[config.mk]
export PLATFORM = sky130hd
export DESIGN_NAME = key_event_ctrl
export DESIGN_NICKNAME = d
export VERILOG_FILES = /design/src/rtl/key_event_ctrl.sv
export SDC_FILE = /design/constraint.sdc
export NUM_CORES = 1
export LEC_CHECK = 0
export BUFFER_PORTS_ARGS = -buffer_cell sky130_fd_sc_hd__buf_2
export CORE_AREA = 2 2 137 139
export DETAILED_ROUTE_END_ITERATION = 10
export DIE_AREA = 0 0 139 141
export GPL_TIMING_DRIVEN = 0
export PLACE_DENSITY = 0.74
export SYNTH_ARGS = -nofsm -noshare
export SYNTH_HDL_FRONTEND = slang
export SYNTH_HIERARCHICAL = 1
export SYNTH_SLANG_ARGS = --single-unit
[constraint.sdc]
create_clock -name CLK -period 2.79 [get_ports CLK]
set_input_delay 0.6975 -clock CLK [delete_from_list [all_inputs] [get_ports CLK]]
set_output_delay 0.6975 -clock CLK [all_outputs]
set_load 0.01 [all_outputs]
[src/rtl/key_event_ctrl.sv]
// Debounced multi-key front end: press/long/repeat/release events queued into a FWFT FIFO.
// Define KEY_AUTOREPEAT_EN to emit REPEAT events while a key stays in the long-held state.
module key_event_lane #(
  parameter int DEBOUNCE_CYC = 250,
  parameter int LONG_CYC     = 25000,
  parameter int REPEAT_CYC   = 5000
) (
  input  logic       clk,
  input  logic       rst,
  input  logic       key_raw,
  input  logic       grant,
  output logic       level,
  output logic       pend_vld,
  output logic [1:0] pend_type,
  output logic       ovf_set
);
  localparam int DW   = $clog2(DEBOUNCE_CYC);
  localparam int HMAX = (LONG_CYC > REPEAT_CYC) ? LONG_CYC : REPEAT_CYC;
  localparam int HW   = $clog2(HMAX);
  localparam logic [1:0] EV_PRESS   = 2'b00;
  localparam logic [1:0] EV_LONG    = 2'b01;
  localparam logic [1:0] EV_RELEASE = 2'b11;
`ifdef KEY_AUTOREPEAT_EN
  localparam logic [1:0] EV_REPEAT  = 2'b10;
`endif

  typedef enum logic [1:0] {ST_RELEASED, ST_HELD, ST_LONG_HELD} state_e;

  logic [1:0]    sync_q, sync_d;
  logic [DW-1:0] db_cnt_q, db_cnt_d;
  logic          level_q, level_d;
  state_e        state_q, state_d;
  logic [HW-1:0] hold_q, hold_d;
  logic          pend_vld_q, pend_vld_d;
  logic [1:0]    pend_type_q, pend_type_d;
  logic          evt;
  logic [1:0]    evt_type;

  always_comb begin
    sync_d   = {sync_q[0], key_raw};
    db_cnt_d = '0;
    level_d  = level_q;
    if (sync_q[1] != level_q) begin
      if (db_cnt_q == DW'(DEBOUNCE_CYC - 1)) level_d = ~level_q;
      else                                   db_cnt_d = db_cnt_q + 1'b1;
    end
  end

  // FSM works off the registered level, so events trail KEY_LEVEL by one cycle.
  always_comb begin
    state_d  = state_q;
    hold_d   = hold_q;
    evt      = 1'b0;
    evt_type = EV_PRESS;
    case (state_q)
      ST_RELEASED: if (level_q) begin
        state_d = ST_HELD; hold_d = '0; evt = 1'b1; evt_type = EV_PRESS;
      end
      ST_HELD: begin
        if (!level_q) begin
          state_d = ST_RELEASED; hold_d = '0; evt = 1'b1; evt_type = EV_RELEASE;
        end else if (hold_q == HW'(LONG_CYC - 1)) begin
          state_d = ST_LONG_HELD; hold_d = '0; evt = 1'b1; evt_type = EV_LONG;
        end else if (hold_q != '1) begin
          hold_d = hold_q + 1'b1;
        end
      end
      ST_LONG_HELD: begin
        if (!level_q) begin
          state_d = ST_RELEASED; hold_d = '0; evt = 1'b1; evt_type = EV_RELEASE;
        end
`ifdef KEY_AUTOREPEAT_EN
        else if (hold_q == HW'(REPEAT_CYC - 1)) begin
          hold_d = '0; evt = 1'b1; evt_type = EV_REPEAT;
        end else if (hold_q != '1) begin
          hold_d = hold_q + 1'b1;
        end
`endif
      end
      default: state_d = ST_RELEASED;
    endcase
  end

  // A grant in the same cycle frees the slot, so the new event is not an overwrite.
  always_comb begin
    pend_vld_d  = pend_vld_q & ~grant;
    pend_type_d = pend_type_q;
    ovf_set     = 1'b0;
    if (evt) begin
      pend_vld_d  = 1'b1;
      pend_type_d = evt_type;
      ovf_set     = pend_vld_q & ~grant;
    end
  end

  always_ff @(posedge clk) begin
    if (rst) begin
      sync_q      <= '0;
      db_cnt_q    <= '0;
      level_q     <= 1'b0;
      state_q     <= ST_RELEASED;
      hold_q      <= '0;
      pend_vld_q  <= 1'b0;
      pend_type_q <= '0;
    end else begin
      sync_q      <= sync_d;
      db_cnt_q    <= db_cnt_d;
      level_q     <= level_d;
      state_q     <= state_d;
      hold_q      <= hold_d;
      pend_vld_q  <= pend_vld_d;
      pend_type_q <= pend_type_d;
    end
  end

  assign level     = level_q;
  assign pend_vld  = pend_vld_q;
  assign pend_type = pend_type_q;
endmodule

module key_event_ctrl #(
  parameter int N_KEYS       = 5,
  parameter int DEBOUNCE_CYC = 250,
  parameter int LONG_CYC     = 25000,
  parameter int REPEAT_CYC   = 5000,
  parameter int FIFO_DEPTH   = 4,
  localparam int KW = (N_KEYS > 1) ? $clog2(N_KEYS) : 1,
  localparam int AW = $clog2(FIFO_DEPTH),
  localparam int CW = AW + 1
) (
  input  logic              CLK,
  input  logic              RESET,
  input  logic [N_KEYS-1:0] KEY,
  output logic [N_KEYS-1:0] KEY_LEVEL,
  output logic              EVT_VALID,
  input  logic              EVT_READY,
  output logic [KW-1:0]     EVT_KEY,
  output logic [1:0]        EVT_TYPE,
  output logic [CW-1:0]     FIFO_COUNT,
  output logic              OVERFLOW,
  input  logic              CLR_OVERFLOW
);
  logic [N_KEYS-1:0]      pend_vld, grant, ovf_set;
  logic [N_KEYS-1:0][1:0] pend_type;

  for (genvar k = 0; k < N_KEYS; k++) begin : g_lane
    key_event_lane #(
      .DEBOUNCE_CYC(DEBOUNCE_CYC),
      .LONG_CYC    (LONG_CYC),
      .REPEAT_CYC  (REPEAT_CYC)
    ) u_lane (
      .clk      (CLK),
      .rst      (RESET),
      .key_raw  (KEY[k]),
      .grant    (grant[k]),
      .level    (KEY_LEVEL[k]),
      .pend_vld (pend_vld[k]),
      .pend_type(pend_type[k]),
      .ovf_set  (ovf_set[k])
    );
  end

  logic [FIFO_DEPTH-1:0][KW+1:0] mem_q, mem_d;
  logic [AW-1:0]                 wr_ptr_q, wr_ptr_d, rd_ptr_q, rd_ptr_d;
  logic [CW-1:0]                 cnt_q, cnt_d;
  logic                          ovf_q, ovf_d;
  logic                          pop, push, can_push;
  logic [KW-1:0]                 push_key;
  logic [1:0]                    push_type;

  // Fixed priority: lowest key index wins; a full FIFO may still take one if it pops.
  always_comb begin
    pop       = (cnt_q != '0) & EVT_READY;
    can_push  = (cnt_q != CW'(FIFO_DEPTH)) | pop;
    grant     = '0;
    push      = 1'b0;
    push_key  = '0;
    push_type = '0;
    for (int k = 0; k < N_KEYS; k++) begin
      if (pend_vld[k] && !push && can_push) begin
        grant[k]  = 1'b1;
        push      = 1'b1;
        push_key  = KW'(k);
        push_type = pend_type[k];
      end
    end
  end

  always_comb begin
    mem_d = mem_q;
    if (push) mem_d[wr_ptr_q] = {push_key, push_type};
    wr_ptr_d = wr_ptr_q + AW'(push);
    rd_ptr_d = rd_ptr_q + AW'(pop);
    cnt_d    = cnt_q + CW'(push) - CW'(pop);
    ovf_d    = ovf_q;
    if (|ovf_set)          ovf_d = 1'b1;
    else if (CLR_OVERFLOW) ovf_d = 1'b0;
  end

  always_ff @(posedge CLK) begin
    if (RESET) begin
      mem_q    <= '0;
      wr_ptr_q <= '0;
      rd_ptr_q <= '0;
      cnt_q    <= '0;
      ovf_q    <= 1'b0;
    end else begin
      mem_q    <= mem_d;
      wr_ptr_q <= wr_ptr_d;
      rd_ptr_q <= rd_ptr_d;
      cnt_q    <= cnt_d;
      ovf_q    <= ovf_d;
    end
  end

  assign EVT_VALID  = (cnt_q != '0);
  assign EVT_KEY    = mem_q[rd_ptr_q][KW+1:2];
  assign EVT_TYPE   = mem_q[rd_ptr_q][1:0];
  assign FIFO_COUNT = cnt_q;
  assign OVERFLOW   = ovf_q;
endmodule
Yosys cells after proc, flatten, opt, wreduce, memory -nomap -nowiden
Index checks and enable logic that the tools add are counted.

operators by class
  mux-type cells = 135
  equal/unequal tests = 51
  bitwise logic cells = 22
  reductions and logical operators = 47
  magnitude comparators = 3
  add/subtract/negate cells = 14

operator list
  kind                   count
  $mux 15                25
  $pmux 15 s3            5
  $add 15x1->15 const B  5
  $eq 15x15->1 const B   5
  $ne 15x15->1 const B   5
  $mux 2                 35
  $mux 1                 47
  $add 8x1->8 const B    5
  $eq 8x8->1 const B     5
  $pmux 2 s3             5
  $bwmux 20              1
  $ne 4x4->1 const B     5
  $pmux 2 s2             5
  $reduce_and 4->1       5
  $ne 3x3->1 const B     6
  $reduce_bool 3->1      6
  $not 1->1              15
  $pmux 1 s3             5
  $reduce_and 3->1       5
  $reduce_or 3->1        5
  $bmux 5 s2             1
  $demux 5 s2            1
  $eq 2x1->1 const B     5
  $eq 2x2->1 const B     5
  other kinds (18)       60

storage, ports and cells
  output and inout port bits = 15
  register bits after elaboration = 183
  logic and storage cells = 315
  input port bits = 9

Longest topological paths before layout
Gate-level depths: netlist of the first run.

  word-level depth = 26
  gate-level depth with buffers = 11
  depth with buffers taken out = 9

Hierarchy
Netlist of the first run, hierarchy kept.

modules (own cells, without submodules)
  module                                 cells an instance  sequential area each (um^2)  area each (um^2)  instances
  key_event_lane (g_lane[1].u_lane ...)  192                620.6                        1666.6            3
  key_event_lane (g_lane[4].u_lane)      194                620.6                        1710.4            1
  key_event_lane (g_lane[0].u_lane)      187                620.6                        1641.6            1
  key_event_ctrl                         150                560.5                        1512.7            1

Least setup slack after synthesis of the first run
Ideal clock, no wire load.

  path kind = input -> register
  from = input EVT_READY
  to = register cnt_q[2], in the netlist FIFO_COUNT[2]
  path slack = 0.124 ns
  data required time = 2.662 ns
  arrival = 2.538 ns
  cell stages on the path = 9
  library setup time = 0.128 ns
  path buffers = 1
  path through = or4b_1 -> clkbuf_1 -> o21ai_1 -> o21ai_0 -> ha_1 -> fa_1 -> xnor2_1 -> xnor2_1 -> nor2_1

between the ends
  longest elaborated chain between the ends = 22

ends and longest elaborated chain
  element                         line  RTL
  start, declared                 136   input logic EVT_READY,
  $and 1x1->1 *                   173   pop = (cnt_q != '0) & EVT_READY;
  $or 1x1->1                      174   can_push = (cnt_q != CW'(FIFO_DEPTH)) | pop;
  $logic_and 1x1->1               180   if (pend_vld[k] && !push && can_push) begin
  $mux 1                          180
  $logic_not 1->1                 180
  $logic_and 1x1->1 (2 in a row)  180
  $mux 1                          180
  $logic_not 1->1                 180
  [... 3 more ...]                --
  $logic_not 1->1                 180
  $logic_and 1x1->1 (2 in a row)  180
  $mux 1                          180
  $logic_not 1->1                 180
  $logic_and 1x1->1 (2 in a row)  180
  $mux 1                          180
  $add 3x1->3                     194   cnt_d = cnt_q + CW'(push) - CW'(pop);
  $sub 3x1->3 *                   194
  end signal, assigned            211   cnt_q <= cnt_d;
  end, declared                   165   logic [CW-1:0] cnt_q, cnt_d;

Every way passes the cells marked *; elsewhere a longest branch is shown, timed or not.
A chain may end at the register's enable or synchronous reset.

Worst setup path after layout of the first run
  from = register cnt_q[1], in the netlist FIFO_COUNT[1]
  to = register cnt_q[2], in the netlist FIFO_COUNT[2]

between the ends
  longest elaborated chain between the ends = 23
  elaborated cells on any way between the ends = 24
  those cells by class = add/sub: 2; eq/ne: 1; mux: 5; bitwise: 2; reduce/logical: 14

ends and longest elaborated chain
  element                         line
  $reduce_bool 3->1               173
  $and 1x1->1                     173
  $or 1x1->1                      174
  $logic_and 1x1->1               180
  $mux 1                          180
  $logic_not 1->1                 180
  $logic_and 1x1->1 (2 in a row)  180
  $mux 1                          180
  [... 4 more ...]                --
  $logic_not 1->1                 180
  $logic_and 1x1->1 (2 in a row)  180
  $mux 1                          180
  $logic_not 1->1                 180
  $logic_and 1x1->1 (2 in a row)  180
  $mux 1                          180
  $add 3x1->3                     194
  $sub 3x1->3 *                   194

Marks and branches as above.

==> results of run 1 <==
[layer usage]
| layer | vias up | routed length [µm] | GRT usage |
|---|---|---|---|
| met1 | 3915 | 9640 | 0.284 |
| met4 | 0 | 243 | 0.0702 |
| li1 | 4146 | - | - |
| met2 | 180 | 10200 | 0.376 |
| met5 | - | 0 | 0 |
| met3 | 22 | 812 | 0.0394 |
[state kept, by name, indices dropped and copies added (netlist names)]
name	cells
g_lane.u_lane/hold_q	75
g_lane.u_lane/db_cnt_q	40
mem_q	20
g_lane.u_lane/pend_type	10
g_lane.u_lane/state_q	10
g_lane.u_lane/sync_q	10
g_lane.u_lane/level	5
g_lane.u_lane/pend_vld	5
FIFO_COUNT	3
rd_ptr_q	2
wr_ptr_q	2
OVERFLOW	1
[cells by family after synthesis]
family | after synthesis | share of synthesized area
buffers and inverters | 87 | 0.0473
xor gates and xnor gates | 43 | 0.0382
DFF | 183 | 0.371
AOI/OAI and AO/OA | 234 | 0.167
muxes | 32 | 0.0388
and+or+nand+nor | 485 | 0.282
adders and majority gates | 43 | 0.0553
[path summary, 6_finish.rpt]
check / slack [ps] / to / depth (start not counted)
min reg2reg: 440 / g_lane[3].u_lane/sync_q[1] / 1
max: 180 / FIFO_COUNT[2] / 8
min: 440 / g_lane[3].u_lane/sync_q[1] / 1
max reg2reg: 180 / FIFO_COUNT[2] / 8
[synth_stat cells, types with 4 or more instances]
| cell type | count | area share |
|---|---|---|
| buf_2 | 13 | 0.0066 |
| nor2b_1 | 22 | 0.014 |
| or4b_1 | 6 | 0.0061 |
| a31oi_1 | 19 | 0.012 |
| a31o_1 | 5 | 0.0044 |
| nor2_4 | 4 | 0.0046 |
| a211oi_1 | 10 | 0.0076 |
| or4_4 | 4 | 0.0046 |
| o31ai_1 | 5 | 0.0038 |
| nor4b_1 | 7 | 0.0062 |
| a21oi_1 | 79 | 0.040 |
| or4b_4 | 4 | 0.0056 |
| a22oi_1 | 6 | 0.0046 |
| nand4_1 | 30 | 0.019 |
| mux2i_1 | 27 | 0.027 |
| nor3b_1 | 4 | 0.0030 |
| nand4b_1 | 10 | 0.0089 |
| o21ai_0 | 43 | 0.022 |
| or3_1 | 18 | 0.011 |
| inv_1 | 33 | 0.013 |
| or4_1 | 13 | 0.0099 |
| xnor2_1 | 28 | 0.025 |
| nand3_1 | 37 | 0.019 |
| and2_1 | 10 | 0.0063 |
| a41oi_1 | 6 | 0.0053 |
| o21a_1 | 4 | 0.0030 |
| mux4_2 | 5 | 0.011 |
| buf_6 | 16 | 0.018 |
| clkbuf_1 | 23 | 0.0088 |
| and3_1 | 16 | 0.010 |
| nor4_1 | 11 | 0.0070 |
| nand3b_1 | 13 | 0.0099 |
| o41ai_4 | 4 | 0.011 |
| xor2_1 | 15 | 0.013 |
| ha_1 | 42 | 0.053 |
| o211ai_1 | 17 | 0.013 |
| nand2b_1 | 17 | 0.011 |
| nor3_1 | 37 | 0.019 |
| or2_2 | 4 | 0.0025 |
| nor2_1 | 131 | 0.050 |
| a211o_1 | 4 | 0.0036 |
| nor4_4 | 6 | 0.013 |
| a311oi_1 | 7 | 0.0062 |
| nand2_1 | 65 | 0.025 |
| dfxtp_1 | 183 | 0.37 |
[cell type report]
| cell class | count | area, µm² |
|---|---|---|
| fillers | 1651 | 7380 |
| clock buffers | 19 | 453 |
| inverters | 33 | 124 |
| multi-input cells | 837 | 5730 |
| clock inverters | 13 | 169 |
| flip-flops and latches | 183 | 3660 |
| well taps | 234 | 293 |
| repair buffers | 23 | 115 |
| plain buffers | 53 | 339 |
[stage by stage]
stage / utilization / instance area [µm²] / power [mW] / hold slack [ps] / setup slack [ps]
after global routing: 0.596 / 10900 / 6.33 / 462 / 23.7
final: 0.596 / 10900 / 6.06 / 438 / 182
after detailed placement: 0.562 / 10300 / 3.59 / 428 / -218
after floorplan: - / 9860 / 3.40 / 414 / 124
after CTS: 0.596 / 10900 / 6.12 / 445 / 143
after global placement: 0.562 / 10300 / 3.57 / 418 / -191
[worst max-delay path, stage by stage (launching register included)]
cell,delay (ps)
dfxtp_1,390
or4b_1,770
o21ai_1,250
o21ai_0,110
ha_1,200
fa_1,380
xnor2_1,180
xnor2_1,130
nor2_1,60
[power by group]
part	total, mW	switching [mW]	internal (mW)
Combinational	0.776	0.452	0.325
Clock	2.52	1.06	1.47
Sequential	2.76	0.0771	2.68
==> impl_table.tex, run 1 <==
\begin{tabular}{lr}
\hline
Metric & Value \\
\hline
\multicolumn{2}{l}{\textbf{Timing}} \\
Final setup fails & 0 \\
Max-slew headroom at the worst pin & 0.489 \\
Min Tclk post-route & 2610 ps \\
Largest clock skew in the final design & 11.6 ps \\
RSZ-0062 raised after global routing & false \\
Maximum frequency from static timing analysis & 383 MHz \\
Hold Fails Final Rpt & 0 \\
Max-slew violation total from the final report & 0 \\
Share of the cycle needed by the critical path after routing & 0.935 \\
Slew at the pin closest to its max-slew limit & 765 ps \\
Post-Route Setup TNS & 0 ps \\
\multicolumn{2}{l}{\textbf{Hold path}} \\
Min-Delay Path Class & register to register \\
Launch instance of the worst min-delay path & g\_lane[3].u\_lane/sync\_q[0] \\
\multicolumn{2}{l}{\textbf{Global route}} \\
Total routing usage reported by global routing & 0.220 \\
Global-route wire length before repair & 36600 µm \\
Antenna violations before repair & 0 \\
Largest net degree at the start of global routing & 17 \\
GR Overflow Total & 0 \\
Number of global-route vias before repair & 7882 \\
\multicolumn{2}{l}{\textbf{Detailed routing}} \\
Routed Antenna Nets & 0 \\
Average wire per standard cell & 15.0 µm \\
Vias & 8263 \\
Sum of routed wire length over all layers & 20900 µm \\
DR DRC count & 0 \\
1st-pass router iterations & 5 \\
Drt via density & 5.92 \\
Number of DRC markers in iteration 0 & 502 \\
\multicolumn{2}{l}{\textbf{Die}} \\
Boundary pin count & 24 \\
Starting density of the core & 0.540 \\
Core Footprint & 0.0183 mm² \\
Horiz. Die Dim & 139 µm \\
Die Ht & 141 µm \\
Die Outline Area & 0.0196 mm² \\
\# rows & 50 \\
\multicolumn{2}{l}{\textbf{Clock tree}} \\
\# H-tree levels & 4 \\
CTS tree & done \\
Clock slew at the register clock pins of the worst setup and hold paths & 70 ps \\
Post-CTS Hold Buffers & 0 \\
Post-CTS sizing & 0 \\
Sink Count & 183 \\
Maximum count of clock buffers along a single path & 2 \\
Post-CTS setup buffers & 0 \\
Total CTS buffers & 17 \\
Root Driver & clkbuf\_16 \\
Worst skew pair latency & 430 ps \\
\multicolumn{2}{l}{\textbf{Placement}} \\
Routability-driven placement congestion ratio & 0.909 \\
DP HPWL & 14700 µm \\
Port Buf Inserts & 23 \\
Number of placed instances with taps included & 1364 \\
\multicolumn{2}{l}{\textbf{Setup path}} \\
Crit Reg-Reg Startpoint & FIFO\_COUNT[1] \\
Launch point of the worst path & FIFO\_COUNT[1] \\
Largest fanout of any net on the critical path & 7 \\
Critical path launch point type & register \\
CP arrival & 2910 ps \\
Data required time of the worst path & 3090 ps \\
Kind of end point of the critical path & register \\
Path type of the worst setup path & register to register \\
\multicolumn{2}{l}{\textbf{Synthesis}} \\
Async set or reset register ratio after synthesis & 0 \\
Primary flip-flop cell chosen by synthesis mapping & dfxtp\_1 \\
Cell area after technology mapping & 0.00986 mm² \\
Synth cell types & 73 \\
Portion of the post-synthesis area used by sequential elements & 0.371 \\
Synth Area per Inst & 8.91 µm² \\
Yosys synthesis warning count & 6 \\
Count of flip-flops with a built-in enable after synthesis & 0 \\
Flops \& latches, synth & 183 \\
Syn Inst Count & 1107 \\
Net count of the mapped netlist & 1159 \\
\multicolumn{2}{l}{\textbf{Pwr}} \\
P\_leak & 3.70 nW \\
Worst IR drop on VDD & 0.468 mV \\
Power per Cell Area & 557 mW/mm² \\
\multicolumn{2}{l}{\textbf{Final layout}} \\
Most frequent cells in the layout & 183 x dfxtp\_1, 131 x nor2\_1, 79 x a21oi\_1, 65 x nand2\_1, 43 x o21ai\_0 \\
Number of antenna diodes & 0 \\
Most common library cell in the layout ignoring fill and taps & dfxtp\_1 \\
Area growth syn-to-layout & 10.4\% \\
Proportion of layout cells with a drive suffix above 1 & 0.121 \\
Nets & 1200 \\
Post-Layout Cell Count & 1395 \\
\multicolumn{2}{l}{\textbf{Job}} \\
Count of maximum capacitance violations & 0 \\
\multicolumn{2}{l}{\textbf{Status}} \\
Result of the run & completed \\
\hline
\end{tabular}
Power figures use the tool's default switching activity.
==> inputs of run 2 (changes only) <==
--- a/config.mk
+++ b/config.mk
@@ -11,6 +11,7 @@
 export DIE_AREA = 0 0 139 141
 export GPL_TIMING_DRIVEN = 0
 export PLACE_DENSITY = 0.74
+export RECOVER_POWER = 25
 export SYNTH_ARGS = -nofsm -noshare
 export SYNTH_HDL_FRONTEND = slang
 export SYNTH_HIERARCHICAL = 1
==> impl_table.tex, run 2 (synthesis results as in run 1) <==
\begin{tabular}{lr}
\hline
Metric & Value \\
\hline
\multicolumn{2}{l}{\textbf{Die}} \\
Boundary pin count & 24 (unchanged) \\
Die Outline Area & 0.0196 mm² (unchanged) \\
\# rows & 50 (unchanged) \\
Die Ht & 141 µm (unchanged) \\
Horiz. Die Dim & 139 µm (unchanged) \\
Core Footprint & 0.0183 mm² (unchanged) \\
Starting density of the core & 0.540 (unchanged) \\
\multicolumn{2}{l}{\textbf{Global route}} \\
Total routing usage reported by global routing & 0.220 (unchanged) \\
Largest net degree at the start of global routing & 17 (unchanged) \\
GR Overflow Total & 0 (unchanged) \\
Antenna violations before repair & 0 (unchanged) \\
Number of global-route vias before repair & 7882 (unchanged) \\
Global-route wire length before repair & 36600 µm (unchanged) \\
\multicolumn{2}{l}{\textbf{Setup path}} \\
Biggest cell delay along the critical path & 770 ps (about the same) \\
Kind of end point of the critical path & register (unchanged) \\
Path depth of the worst reg2reg path & 8 (unchanged) \\
Path type of the worst setup path & register to register (unchanged) \\
Reg2Reg Capture Point & FIFO\_COUNT[2] (unchanged) \\
Critical path launch point type & register (unchanged) \\
CP arrival & 2910 ps (about the same) \\
Top Family by Delay on Critical Path & simple AND/OR/NAND/NOR gates (unchanged) \\
Critical path destination & FIFO\_COUNT[2] (unchanged) \\
Setup slack on the worst flop-to-flop path & 180 ps (about the same) \\
Count of cell instances traversed by the critical path & 8 (unchanged) \\
Ordered list of cells on the worst path & or4b\_1, o21ai\_1, o21ai\_0, ha\_1, fa\_1, xnor2\_1, xnor2\_1, nor2\_1 (unchanged) \\
Launch point of the worst path & FIFO\_COUNT[1] (unchanged) \\
Data required time of the worst path & 3090 ps (about the same) \\
Crit Reg-Reg Startpoint & FIFO\_COUNT[1] (unchanged) \\
Largest fanout of any net on the critical path & 7 (unchanged) \\
Worst path bufs/invs & 0 (unchanged) \\
Cell type with the highest occurrence count on the critical path & xnor2\_1 (unchanged) \\
Worst-path cell with the longest stage delay & or4b\_1 (unchanged) \\
\multicolumn{2}{l}{\textbf{Clock tree}} \\
Root Driver & clkbuf\_16 (unchanged) \\
Total CTS buffers & 17 (unchanged) \\
Post-CTS sizing & 0 (unchanged) \\
CTS tree & done (unchanged) \\
Worst skew pair latency & 430 ps (about the same) \\
Post-CTS setup buffers & 0 (unchanged) \\
\# H-tree levels & 4 (unchanged) \\
Maximum count of clock buffers along a single path & 2 (unchanged) \\
Post-CTS Hold Buffers & 0 (unchanged) \\
Clock slew at the register clock pins of the worst setup and hold paths & 70 ps (about the same) \\
Sink Count & 183 (unchanged) \\
\multicolumn{2}{l}{\textbf{Final layout}} \\
Area growth syn-to-layout & 10.1\% (was 10.4\%) \\
Nets & 1200 (unchanged) \\
Top flop regs & g\_lane.u\_lane/hold\_q x75, g\_lane.u\_lane/db\_cnt\_q x40, mem\_q x20 (unchanged) \\
Proportion of layout cells with a drive suffix above 1 & 0.113 (was 0.121) \\
Most frequent cells in the layout & 183 x dfxtp\_1, 131 x nor2\_1, 79 x a21oi\_1, 65 x nand2\_1, 43 x o21ai\_0 (unchanged) \\
Max FFs per register & 75 (unchanged) \\
Register containing the most flip-flops in the final layout & g\_lane.u\_lane/hold\_q (unchanged) \\
Most common library cell in the layout ignoring fill and taps & dfxtp\_1 (unchanged) \\
Number of antenna diodes & 0 (unchanged) \\
\multicolumn{2}{l}{\textbf{Detailed routing}} \\
DR DRC count & 0 (unchanged) \\
Number of DRC markers in iteration 0 & 483 (was 502) \\
Sum of routed wire length over all layers & 21000 µm (was 20900 µm) \\
Routed Antenna Nets & 0 (unchanged) \\
Vias & 8236 (was 8263) \\
Drt via density & 5.90 (was 5.92) \\
Average wire per standard cell & 15.0 µm (about the same) \\
1st-pass router iterations & 5 (unchanged) \\
\multicolumn{2}{l}{\textbf{Timing}} \\
Max-slew headroom at the worst pin & 0.466 (was 0.489) \\
Max-slew violation total from the final report & 0 (unchanged) \\
Largest clock skew in the final design & 10.6 ps (was 11.6 ps) \\
Hold Fails Final Rpt & 0 (unchanged) \\
RSZ-0062 raised after global routing & false (unchanged) \\
Min Tclk post-route & 2610 ps (about the same) \\
Final setup fails & 0 (unchanged) \\
Final hold slack & 438 ps (about the same) \\
Share of the cycle needed by the critical path after routing & 0.937 (was 0.935) \\
Slew at the pin closest to its max-slew limit & 801 ps (was 765 ps) \\
Maximum frequency from static timing analysis & 383 MHz (about the same) \\
\multicolumn{2}{l}{\textbf{Pwr}} \\
Worst IR drop on VDD & 0.467 mV (was 0.468 mV) \\
Post-layout total power & 6.06 mW (about the same) \\
P\_leak & 3.66 nW (was 3.70 nW) \\
Power per Cell Area & 558 mW/mm² (was 557 mW/mm²) \\
\multicolumn{2}{l}{\textbf{Hold path}} \\
Min-Delay Path Class & register to register (unchanged) \\
\multicolumn{2}{l}{\textbf{Status}} \\
Result of the run & completed (unchanged) \\
\multicolumn{2}{l}{\textbf{Placement}} \\
DP HPWL & 14700 µm (unchanged) \\
Routability-driven placement congestion ratio & 0.909 (unchanged) \\
Port Buf Inserts & 23 (unchanged) \\
\multicolumn{2}{l}{\textbf{Job}} \\
Count of maximum capacitance violations & 0 (unchanged) \\
\hline
\end{tabular}
run 2: changes by cell type in the layout (fill, tap and decap cells not counted):
cell / change
buf_2: -6
clkbuf_1: +10
buf_4: -1
buf_6: -3
run 2: how the worst min path moves through the flow:
stage | startpoint | to | slack, ps | depth (start not counted)
global placement | g_lane[3].u_lane/sync_q[0] | g_lane[3].u_lane/sync_q[1] | 420 | 1
CTS | g_lane[3].u_lane/sync_q[0] | g_lane[3].u_lane/sync_q[1] | 450 | 1
global route | g_lane[4].u_lane/sync_q[0] | g_lane[4].u_lane/sync_q[1] | 460 | 1
floorplan | g_lane[0].u_lane/sync_q[0] | g_lane[0].u_lane/sync_q[1] | 410 | 1
detailed placement | g_lane[3].u_lane/sync_q[0] | g_lane[3].u_lane/sync_q[1] | 430 | 1
finish | g_lane[3].u_lane/sync_q[0] | g_lane[3].u_lane/sync_q[1] | 440 | 1
run 2: where the power goes:
group / internal (mW) / leakage (nW) / switching [mW]
registers: 2.68 / 1.48 / 0.0785
logic: 0.321 / 1.89 / 0.451
clock network: 1.47 / 0.293 / 1.06
run 2: cell type report:
class | instances | area (µm²)
clock inverter | 13 | 169
buffer | 53 | 313
timing repair buffer | 23 | 108
clock buffer | 19 | 453
fill | 1655 | 7410
tap | 234 | 293
multi-input combinational | 837 | 5730
sequential | 183 | 3660
inverter | 33 | 124
run 2: per-stage QoR:
step,setup WS [ps],instances,TNS [ps],utilization,area [µm²]
5_1_grt,23.7,1395,0,0.594,10900
6_report,177,1395,0,0.594,10900
2_1_floorplan,124,1107,0,-,9860
3_3_place_gp,-191,1364,-191,0.562,10300
3_5_place_dp,-218,1364,-236,0.562,10300
4_1_cts,143,1396,0,0.596,10900
run 2: layer usage:
layer | share of wire | up-vias | track usage
li1 | - | 4140 | -
met1 | 0.46 | 3896 | 0.284
met2 | 0.49 | 180 | 0.376
met3 | 0.040 | 20 | 0.0394
met4 | 0.011 | 0 | 0.0702
met5 | 0 | - | 0
run 2: worst reg2reg max path, cell delays in order (launching register included):
cell and delay (ps):
dfxtp_1 390, or4b_1 770, o21ai_1 250, o21ai_0 110, ha_1 200, fa_1 380, xnor2_1 180, xnor2_1 130
nor2_1 60
